$ cat src/rtl/key_sequencer_if.sv
// key_sequencer_if: signal bundle between the UART receiver / CPU read decode
// (master side) and the key sequencer (slave side).
//
// Handshake: rx_valid is a one-cycle strobe qualifying rx_data. There is no
// ready back to the sender. The sequencer either buffers the byte or drops it
// and raises the sticky overflow flag; fifo_full is advisory only. rd_key is
// a one-cycle read strobe: key_out is valid the cycle after it and holds
// until the next rd_key.
interface key_sequencer_if;
  logic [7:0] rx_data;
  logic       rx_valid;
  logic       rd_key;
  logic [5:0] key_addr;
  logic [7:0] key_out;
  logic       fifo_full;
  logic       busy;
  logic       overflow;
  logic [2:0] state_dbg;

  modport master (
    output rx_data, rx_valid, rd_key, key_addr,
    input  key_out, fifo_full, busy, overflow, state_dbg
  );

  modport slave (
    input  rx_data, rx_valid, rd_key, key_addr,
    output key_out, fifo_full, busy, overflow, state_dbg
  );
endinterface

$ cat src/rtl/key_sequencer.sv
// key_sequencer: buffers received ASCII bytes, translates each to a keyboard
// matrix index (plus SHIFT when needed) and plays them one at a time as timed
// press / hold / release sequences for the CPU key-read decode.
// Optional feature macro KEY_SEQ_SHIFT_LEAD_EN: when defined, shifted keys get
// a LEAD phase where SHIFT is pressed alone before the key goes down.
module key_sequencer #(
  parameter int HOLD_CYCLES = 400000,
  parameter int GAP_CYCLES  = 400000,
  parameter int LEAD_CYCLES = 100000,
  parameter int FIFO_AW     = 4
) (
  input  logic           clk,
  input  logic           resetn,
  key_sequencer_if.slave bus
);

  localparam int DEPTH  = 1 << FIFO_AW;
  localparam int MAX_HG = (HOLD_CYCLES > GAP_CYCLES) ? HOLD_CYCLES : GAP_CYCLES;
  localparam int MAX_P  = (MAX_HG > LEAD_CYCLES) ? MAX_HG : LEAD_CYCLES;
  localparam int CW     = (MAX_P > 1) ? $clog2(MAX_P) : 1;

  // A zero-length phase is stretched to one cycle.
  localparam logic [CW-1:0] HOLD_LD = (HOLD_CYCLES > 1) ? CW'(HOLD_CYCLES - 1) : '0;
  localparam logic [CW-1:0] GAP_LD  = (GAP_CYCLES > 1) ? CW'(GAP_CYCLES - 1) : '0;
`ifdef KEY_SEQ_SHIFT_LEAD_EN
  localparam logic [CW-1:0] LEAD_LD = (LEAD_CYCLES > 1) ? CW'(LEAD_CYCLES - 1) : '0;
`endif
  localparam logic [5:0]         SHIFT_KEY = 6'd53;
  localparam logic [FIFO_AW:0]   DEPTH_CNT = (FIFO_AW + 1)'(DEPTH);

  typedef enum logic [2:0] {
    S_IDLE   = 3'd0,
    S_DECODE = 3'd1,
    S_HOLD   = 3'd2,
    S_GAP    = 3'd3
`ifdef KEY_SEQ_SHIFT_LEAD_EN
    , S_LEAD = 3'd4
`endif
  } state_t;

  state_t               state, state_next;
  logic [CW-1:0]        cnt, cnt_next;
  logic [7:0]           mem [DEPTH];
  logic [FIFO_AW-1:0]   wr_ptr, rd_ptr;
  logic [FIFO_AW:0]     count, count_next;
  logic [7:0]           cur_byte;
  logic                 empty, full_now, pop, push, drop;
  logic [5:0]           map_key;
  logic                 map_shift, map_ok;
  logic                 shift_on, key_on, key_hit;
  logic                 fifo_full_q, busy_q, overflow_q;
  logic [7:0]           key_out_q;

  assign empty    = (count == '0);
  assign full_now = (count == DEPTH_CNT);
  assign pop      = (state == S_IDLE) && !empty;
  // A full FIFO still takes a byte when the head leaves in the same cycle.
  assign push     = bus.rx_valid && (!full_now || pop);
  assign drop     = bus.rx_valid && !push;

  // ASCII to matrix key translation of the byte currently being played.
  always_comb begin
    map_key   = '0;
    map_shift = 1'b0;
    map_ok    = 1'b1;
    if (cur_byte >= 8'h41 && cur_byte <= 8'h5A)      map_key = 6'(cur_byte - 8'h40);
    else if (cur_byte >= 8'h61 && cur_byte <= 8'h7A) map_key = 6'(cur_byte - 8'h60);
    else if (cur_byte >= 8'h30 && cur_byte <= 8'h39) map_key = 6'(cur_byte - 8'h10);
    else begin
      case (cur_byte)
        8'h0A, 8'h0D: map_key = 6'd48;
        8'h08, 8'h7F: map_key = 6'd29;
        8'h1B:        map_key = 6'd49;
        8'h20:        map_key = 6'd31;
        8'h3B:        map_key = 6'd42;  // ;
        8'h3A:        map_key = 6'd43;  // :
        8'h2C:        map_key = 6'd44;  // ,
        8'h3D:        map_key = 6'd45;  // =
        8'h2E:        map_key = 6'd46;  // .
        8'h2F:        map_key = 6'd47;  // /
        8'h5F: begin map_key = 6'd32; map_shift = 1'b1; end  // _
        8'h21: begin map_key = 6'd33; map_shift = 1'b1; end  // !
        8'h22: begin map_key = 6'd34; map_shift = 1'b1; end  // double quote
        8'h23: begin map_key = 6'd35; map_shift = 1'b1; end  // #
        8'h24: begin map_key = 6'd36; map_shift = 1'b1; end  // $
        8'h25: begin map_key = 6'd37; map_shift = 1'b1; end  // %
        8'h26: begin map_key = 6'd38; map_shift = 1'b1; end  // &
        8'h27: begin map_key = 6'd39; map_shift = 1'b1; end  // apostrophe
        8'h28: begin map_key = 6'd40; map_shift = 1'b1; end  // (
        8'h29: begin map_key = 6'd41; map_shift = 1'b1; end  // )
        8'h2B: begin map_key = 6'd42; map_shift = 1'b1; end  // +
        8'h2A: begin map_key = 6'd43; map_shift = 1'b1; end  // *
        8'h3C: begin map_key = 6'd44; map_shift = 1'b1; end  // <
        8'h2D: begin map_key = 6'd45; map_shift = 1'b1; end  // -
        8'h3E: begin map_key = 6'd46; map_shift = 1'b1; end  // >
        8'h3F: begin map_key = 6'd47; map_shift = 1'b1; end  // ?
        default: map_ok = 1'b0;
      endcase
    end
  end

  // Sequencer next state and phase counter reload / count-down.
  always_comb begin
    state_next = state;
    cnt_next   = cnt;
    case (state)
      S_IDLE: if (!empty) state_next = S_DECODE;
      S_DECODE: begin
        if (!map_ok) state_next = S_IDLE;
`ifdef KEY_SEQ_SHIFT_LEAD_EN
        else if (map_shift) begin state_next = S_LEAD; cnt_next = LEAD_LD; end
`endif
        else begin state_next = S_HOLD; cnt_next = HOLD_LD; end
      end
`ifdef KEY_SEQ_SHIFT_LEAD_EN
      S_LEAD: begin
        if (cnt == '0) begin state_next = S_HOLD; cnt_next = HOLD_LD; end
        else cnt_next = cnt - 1'b1;
      end
`endif
      S_HOLD: begin
        if (cnt == '0) begin state_next = S_GAP; cnt_next = GAP_LD; end
        else cnt_next = cnt - 1'b1;
      end
      S_GAP: begin
        if (cnt == '0) state_next = S_IDLE;
        else cnt_next = cnt - 1'b1;
      end
      default: state_next = S_IDLE;
    endcase
  end

  // FIFO occupancy after this cycle's push/pop.
  always_comb begin
    count_next = count;
    case ({push, pop})
      2'b10:   count_next = count + 1'b1;
      2'b01:   count_next = count - 1'b1;
      default: count_next = count;
    endcase
  end

  // Matrix lookup: only the current key and SHIFT can be down.
  always_comb begin
    key_on   = (state == S_HOLD);
    shift_on = (state == S_HOLD) && map_shift;
`ifdef KEY_SEQ_SHIFT_LEAD_EN
    if (state == S_LEAD) shift_on = 1'b1;
`endif
    key_hit = (key_on && (bus.key_addr == map_key)) ||
              (shift_on && (bus.key_addr == SHIFT_KEY));
  end

  // Sequencer state and phase counter registers.
  always_ff @(posedge clk or negedge resetn) begin
    if (!resetn) begin
      state <= S_IDLE;
      cnt   <= '0;
    end else begin
      state <= state_next;
      cnt   <= cnt_next;
    end
  end

  // FIFO pointers, popped byte and registered status flags.
  always_ff @(posedge clk or negedge resetn) begin
    if (!resetn) begin
      wr_ptr      <= '0;
      rd_ptr      <= '0;
      count       <= '0;
      cur_byte    <= '0;
      fifo_full_q <= 1'b0;
      busy_q      <= 1'b0;
      overflow_q  <= 1'b0;
    end else begin
      if (push) wr_ptr <= wr_ptr + 1'b1;
      if (pop) begin
        rd_ptr   <= rd_ptr + 1'b1;
        cur_byte <= mem[rd_ptr];
      end
      count       <= count_next;
      fifo_full_q <= (count_next == DEPTH_CNT);
      busy_q      <= (state_next != S_IDLE) || (count_next != '0);
      overflow_q  <= overflow_q | drop;
    end
  end

  // FIFO storage; contents need no reset because the count is cleared.
  always_ff @(posedge clk) begin
    if (push) mem[wr_ptr] <= bus.rx_data;
  end

  // CPU read data latched on each read strobe.
  always_ff @(posedge clk or negedge resetn) begin
    if (!resetn)         key_out_q <= 8'hFF;
    else if (bus.rd_key) key_out_q <= key_hit ? 8'hFE : 8'hFF;
  end

  assign bus.key_out   = key_out_q;
  assign bus.fifo_full = fifo_full_q;
  assign bus.busy      = busy_q;
  assign bus.overflow  = overflow_q;
  assign bus.state_dbg = state;

endmodule

$ cat src/flat_wrapper.sv
// flat-port wrapper written by rule: the top's interface ports become plain ports
module key_sequencer_flat 
#(
  parameter int HOLD_CYCLES = 400000,
  parameter int GAP_CYCLES  = 400000,
  parameter int LEAD_CYCLES = 100000,
  parameter int FIFO_AW     = 4
)
  (clk, resetn, bus_rx_data, bus_rx_valid, bus_rd_key, bus_key_addr, bus_key_out, bus_fifo_full, bus_busy, bus_overflow, bus_state_dbg);
  key_sequencer_if bus_i ();
  input  logic clk;
  input  logic resetn;
  input wire logic [$bits(bus_i.rx_data)-1:0] bus_rx_data;
  input wire logic [$bits(bus_i.rx_valid)-1:0] bus_rx_valid;
  input wire logic [$bits(bus_i.rd_key)-1:0] bus_rd_key;
  input wire logic [$bits(bus_i.key_addr)-1:0] bus_key_addr;
  output wire logic [$bits(bus_i.key_out)-1:0] bus_key_out;
  output wire logic [$bits(bus_i.fifo_full)-1:0] bus_fifo_full;
  output wire logic [$bits(bus_i.busy)-1:0] bus_busy;
  output wire logic [$bits(bus_i.overflow)-1:0] bus_overflow;
  output wire logic [$bits(bus_i.state_dbg)-1:0] bus_state_dbg;
  assign bus_i.rx_data = bus_rx_data;
  assign bus_i.rx_valid = bus_rx_valid;
  assign bus_i.rd_key = bus_rd_key;
  assign bus_i.key_addr = bus_key_addr;
  assign bus_key_out = bus_i.key_out;
  assign bus_fifo_full = bus_i.fifo_full;
  assign bus_busy = bus_i.busy;
  assign bus_overflow = bus_i.overflow;
  assign bus_state_dbg = bus_i.state_dbg;
  key_sequencer #(.HOLD_CYCLES(HOLD_CYCLES), .GAP_CYCLES(GAP_CYCLES), .LEAD_CYCLES(LEAD_CYCLES), .FIFO_AW(FIFO_AW)) u_core (.clk(clk), .resetn(resetn), .bus(bus_i));
endmodule
$ cat config.mk
export PLATFORM = sky130hd
export DESIGN_NAME = key_sequencer_flat
export DESIGN_NICKNAME = d
export VERILOG_FILES = /design/src/rtl/key_sequencer_if.sv /design/src/rtl/key_sequencer.sv /design/src/flat_wrapper.sv
export SDC_FILE = /design/constraint.sdc
export NUM_CORES = 1
export LEC_CHECK = 0
export CORE_ASPECT_RATIO = 0.75
export CORE_UTILIZATION = 55
export CTS_CLUSTER_DIAMETER = 40
export DETAILED_ROUTE_END_ITERATION = 6
export MAX_ROUTING_LAYER = met4
export PLACE_DENSITY_LB_ADDON = 0.05
export SYNTH_ARGS = -nofsm -noshare
export SYNTH_HDL_FRONTEND = slang
export SYNTH_SLANG_ARGS = --single-unit
$ cat constraint.sdc
create_clock -name clk -period 4.65 [get_ports clk]
set_input_delay 1.1625 -clock clk [delete_from_list [all_inputs] [get_ports clk]]
set_output_delay 1.1625 -clock clk [all_outputs]
set_load 0.05 [all_outputs]
==> flow_summary.toml <==
[setup_path]
startpoint_type = "flip-flop"
endpoint_kind = "flip-flop"
reg2reg_depth = 12
criticalPathCategory = "reg -> reg"
cp.required_ns = 4.95
cp_max_fo = 15
worstPathArrival_ns = 4.13

[floorplan]
die_h_microns = 106
design.die.area_sq_um = 15000
core_sq_um = 13900
row_count = 37
initial_core_util_pct = 57.1
die_w_microns = 141
pin_count = 32

[global_route]
first_global_vias = 4573
grt_max_degree = 32
grt_pass1_wl_microns = 25700
grt_usage_pct = 24.6
overflow = 0
grt_antenna_before_repair = 0

[final_layout]
diodes = 0
drive_gt1_share_pct = 17.2
fin_util_pct = 64.0
syn2layout_area_growth_pct = 12.0
nNetsFinal = 602
fillers = 993

[yosys]
async_flop_share_pct = 26.9
synth_top_area_share_pct = 48.3
synth.top_cells.by_area = "edfxtp_1 (48%), dfrtp_1 (14%), mux4_2 (11%), ha_1 (2.2%), nand2_1 (1.7%)"
synth_warnings = 0
synth_cells = 542
yosysMostFrequentCell = "edfxtp_1"
synthTopCellsByCount = "edfxtp_1 (128), dfrtp_1 (46), mux4_2 (40), nand2_1 (37), nor2_1 (34)"
ys_seq_elements = 175
synth-main-ff-cell = "edfxtp_1"
synth_edf_count = 128
syn_area_sq_um = 7960
seq_area_frac_synth_pct = 63.1
synth_cell_types = 68
synth_area_per_cell_sq_um = 14.7
synth_top_area_cell = "edfxtp_1"

[power_and_ir_drop]
netSwitchingFraction_pct = 36.6
p_seq_share_pct = 43.2
p_comb_share_pct = 33.0
pwr-share-clk_pct = 23.8
powerDensity_nw_per_um2 = 623
power.switching_mw = 2.03
p_leak_nw = 3.08
p_int_mw = 3.52
p_total_mw = 5.56
ir_drop_mv = 0.272

[status]
status = "finished clean"

[timing]
rsz0062_at_grt = "false"
slew_headroom_pct = 33.4
skew_ns = 0.00571
hold-worst-slack_ns = 0.483
timing.setup.tns_ns = 0
fin_crit_ns = 3.83
finalSetupViolations = 0
timing.final.crit_share_pct = 82.3
tightest_slew_ns = 0.999
max_freq_mhz = 261
drv_slew = 0
hold_violations = 0

[route]
drt-total-wl_microns = 16000
wl_per_cell_microns = 20.6
drt_iter0_markers = 364
drc_errors = 0
viasPerCell = 6.07
drt_pass1_iterations = 7
num_vias = 4715
drtAntennaViolNets = 0

[clock_network]
ctsRootBufferMaster = "clkbuf_16"
post_cts_buffers = 0
cts_sinks = 175
cts_repair_resize_count = 0
numCtsBuffers = 17
worstSkewPairLatency_ns = 0.42
cts_tree = "built"
clock_path_buffers = 2
path_clk_slew_ns = 0.07
htree_levels = 4
cts_hold_buffers = 0

[hold_path]
hold_path.class = "reg -> reg"
holdPathStages = 1

[placement]
routabilityCongestion = 0.943
port-buffer-count = 24
place_hpwl_microns = 10700

[run]
maxCapViolations = 0
[registers in the layout, summed over array words and instances, names as in the netlist]
name                  flops
u_core.cur_byte           8
u_core.cnt               19
u_core.bus.busy           1
u_core.count              5
u_core.bus.fifo_full      1
u_core.rd_ptr             4
u_core.mem              128
u_core.bus.overflow       1
u_core.bus.state_dbg      3
u_core.wr_ptr             4
u_core.bus.key_out        1
[final cells by class]
type	instances	area [sq um]	share of cell area (%)
clock buffer	17	425	4.77
clock inverter	15	128	1.43
inverter	20	77.6	0.870
multi-input combinational	322	2720	30.5
sequential	175	5020	56.3
tap	195	244	2.74
timing repair buffer	33	303	3.40
[cells in the final DEF (no fill, tap or decap), types with 5 or more instances in the layout]
| cell type | netlist | layout |
|---|---|---|
| clkbuf_16 | 0 | 17 |
| or4_1 | 10 | 10 |
| nor3_1 | 7 | 7 |
| edfxtp_1 | 128 | 128 |
| or3_1 | 14 | 14 |
| nor2_1 | 34 | 34 |
| xor2_1 | 7 | 7 |
| conb_1 | 2 | 8 |
| nand2b_1 | 5 | 5 |
| clkdlybuf4s50_1 | 0 | 23 |
| o31ai_1 | 9 | 9 |
| xnor2_1 | 11 | 11 |
| ha_1 | 14 | 14 |
| nand2_1 | 37 | 37 |
| mux4_2 | 40 | 40 |
| o21ai_0 | 17 | 17 |
| a21oi_1 | 20 | 20 |
| inv_1 | 19 | 19 |
| a31oi_1 | 5 | 5 |
| inv_6 | 0 | 7 |
| nand3_1 | 14 | 14 |
| nand4_1 | 6 | 6 |
| dfrtp_1 | 46 | 45 |
| buf_4 | 8 | 9 |
[power by group through the flow]
stage / Sequential (mW) / Combinational [mW] / Clock, mW
2_1_floorplan: 2.23 / 1.49 / 0
3_3_place_gp: 2.41 / 1.78 / 0
3_5_place_dp: 2.43 / 1.81 / 0
4_1_cts: 2.40 / 1.83 / 1.36
5_1_grt: 2.46 / 2.01 / 1.42
6_report: 2.40 / 1.83 / 1.32
[critical path: stages (launching register included)]
cell and delay (ns):
dfrtp_1 0.47, or3_1 0.45, or2_2 0.42, inv_1 0.36, ha_1 0.36, ha_1 0.31
a21o_1 0.17, a21oi_1 0.17, xor2_1 0.17, nor2_1 0.06, xnor2_1 0.18, inv_1 0.07
or4_1 0.51
[logic make-up (layout without fill, tap and decap cells)]
| group | count (synthesis) | after routing | synth area share (%) |
|---|---|---|---|
| xor gates and xnor gates | 18 | 18 | 1.98 |
| DFF | 175 | 175 | 63.1 |
| adders and majority gates | 15 | 15 | 2.45 |
| muxes | 43 | 43 | 11.7 |
| and+or+nand+nor | 157 | 157 | 10.6 |
| buffers and inverters | 51 | 85 | 3.08 |
| AOI/OAI and AO/OA | 81 | 81 | 7.01 |
| other | 2 | 8 | 0.0943 |
[metrics by stage]
stage | setup slack (ns) | std cells | instance area, sq um
2_1_floorplan | 0.709 | 548 | 7990
3_3_place_gp | 0.564 | 745 | 8370
3_5_place_dp | 0.467 | 745 | 8370
4_1_cts | 0.836 | 777 | 8920
5_1_grt | 0.562 | 777 | 8920
6_report | 0.821 | 777 | 8920
[worst paths after layout]
| path | start | endpoint | slack (ns) |
|---|---|---|---|
| worst min register to register | u_core.bus.overflow | u_core.bus.overflow | 0.48 |
| max in group asynchronous | resetn | u_core.bus.key_out[0] | 3.19 |
| worst min-delay path | u_core.bus.overflow | u_core.bus.overflow | 0.48 |
| worst max-delay path | u_core.bus.state_dbg[0] | u_core.bus.busy | 0.82 |
| min in group asynchronous | resetn | u_core.cnt[4] | 0.68 |
| worst max register to register | u_core.bus.state_dbg[0] | u_core.bus.busy | 0.82 |
[layer usage]
metal  global-route usage [%]  vias up  routed length [microns]  share of wire [%]
met3                     5.86       10                     1100                6.9
met5                        -        -                        0                  0
li1                         -     2145                        -                  -
met2                     33.0      152                     6990                 44
met1                     37.3     2408                     7720                 48
met4                     7.14        0                      163                1.0
Note: power is estimated with default switching activity, not from simulation.
==> variant: new RTL, same flow settings <==
Build with the macro `KEY_SEQ_SHIFT_LEAD_EN` defined.
--- a/src/rtl/key_sequencer.sv
+++ b/src/rtl/key_sequencer.sv
@@ -3,6 +3,8 @@
 // press / hold / release sequences for the CPU key-read decode.
 // Optional feature macro KEY_SEQ_SHIFT_LEAD_EN: when defined, shifted keys get
 // a LEAD phase where SHIFT is pressed alone before the key goes down.
+`define KEY_SEQ_SHIFT_LEAD_EN
+
 module key_sequencer #(
   parameter int HOLD_CYCLES = 400000,
   parameter int GAP_CYCLES  = 400000,
Function: changed (a bounded check fails within 4 cycles, from zero or initial values and one cycle with resetn low).
==> variant against the unedited design <==
- synthesized cell count is 10% higher
- maximum frequency is 3.1% lower
- sequential cell count stayed put
- setup slack worse by 0.12 ns
- clock skew is 0.0074 ns higher
- routed wire length is 8.6% higher
- cell area is 3.6% higher
- clock power is 6% higher
- cell count is 7.5% higher
- synthesized area is 3.6% higher
- total power is 4.1% higher
- largest cell class unchanged
==> variant: results (changes against the unedited design) <==
Run status
  • Status: complete, no violations

Logic synthesis
  • Syn Inst Count: 598 (+10%)
  • Sequential share of the synthesized area: 0.6084 (-0.02218)
  • Count of different cell masters after synthesis: 70 (+2.9%)
  • Area contributors post-synth: edfxtp_1 47%, dfrtp_1 14%, mux4_2 11%, ha_1 2.3%, nand2_1 2.3%

Global route
  • GR Util All Layers: 0.2552 (+0.009254)
  • Grt met2 use: 0.3551 (+0.02457)
  • Largest net degree at the start of global routing: 26 (-19%)
  • GR Util met3: 0.06909 (+0.01053)
  • Met1 Usage GRT: 0.3752 (+0.001892)
  • First-pass GRT wire length: 27550 um (+7.4%)
  • Vias in the first global route: 4903 (+7.2%)

Power
  • P_leak: 3.262 nW (+5.8%)
  • Maximum vdd ir drop: 0.3863 mV (+42%)
  • Gate power share: 0.343 (+0.013)
  • NetSw: 2.187 mW (+7.7%)
  • Sw Ratio: 0.3781 (+0.01251)

Route
  • Routed wl met2: 7811 um (+12%)
  • 1st-pass router iterations: 4 (-3)
  • Routed vias/inst: 6.065 (about the same)
  • Drt wl/cell: 20.78 um (+1.1%)
  • Met3 wire length: 948 um (-14%)
  • Met1 WL: 8448 um (+9.5%)
  • Initial DRC Count: 452 (+24%)
  • Vias: 5064 (+7.4%)

STA
  • WHS: 0.4724 ns (-0.01013 ns)
  • Slew margin rel.: 0.3156 (-0.01862)
  • Layout Skew: 0.01310 ns (+0.007393 ns)
  • Fin crit period: 3.953 ns (+0.1242 ns)

Worst setup path
  • Setup crit end kind: flop
  • CP Max Fanout: 16 (+1)
  • CP max-delay cell: dfrtp_1
  • Critical Path AT: 4.26 ns (+0.13 ns)

Layout
  • Fin nets: 656 (+9.0%)
  • Share of cells above drive strength 1: 0.1606 (-0.01119)
  • Final Util: 0.6353 (-0.004752)
  • FILL cells: 1092 (+10%)
  • Largest regs: u_core.mem: 128 flops, u_core.cnt: 19 flops, u_core.cur_byte: 8 flops

Placement
  • Placer Congestion: 0.9334 (-1.0%)
  • DP Area: 8656 um2 (+3.5%)
  • Placed cells: 803 (+7.8%)
  • Place WS: 0.4959 ns (+0.02858 ns)
  • DP Wirelength: 11730 um (+9.3%)

Clocking
  • Worst skew pair latency: 0.44 ns (+0.02 ns)
  • Worst-path clk slew: 0.07 ns (about the same)
==> variant: cell type report <==
type                    instances  share of cell area
repair buffers                 35             0.03438
well taps                     200             0.02707
clock buffers                  17             0.04603
clock inverters                15             0.01746
flip-flops and latches        175              0.5434
inverters                      18            0.007310
multi-input cells             375              0.3244
==> variant: logic make-up (layout without fill, tap and decap cells) <==
| family | after synthesis | after routing | synth area share |
|---|---|---|---|
| compound gates | 109 | 109 | 0.09097 |
| buf+inv | 54 | 85 | 0.03108 |
| other cells | 1 | 7 | 0.0004544 |
| mux | 43 | 43 | 0.1131 |
| simple gates | 182 | 182 | 0.1117 |
| flops | 175 | 175 | 0.6084 |
| xor+xnor | 18 | 18 | 0.01910 |
| fa+ha+maj | 16 | 16 | 0.02517 |
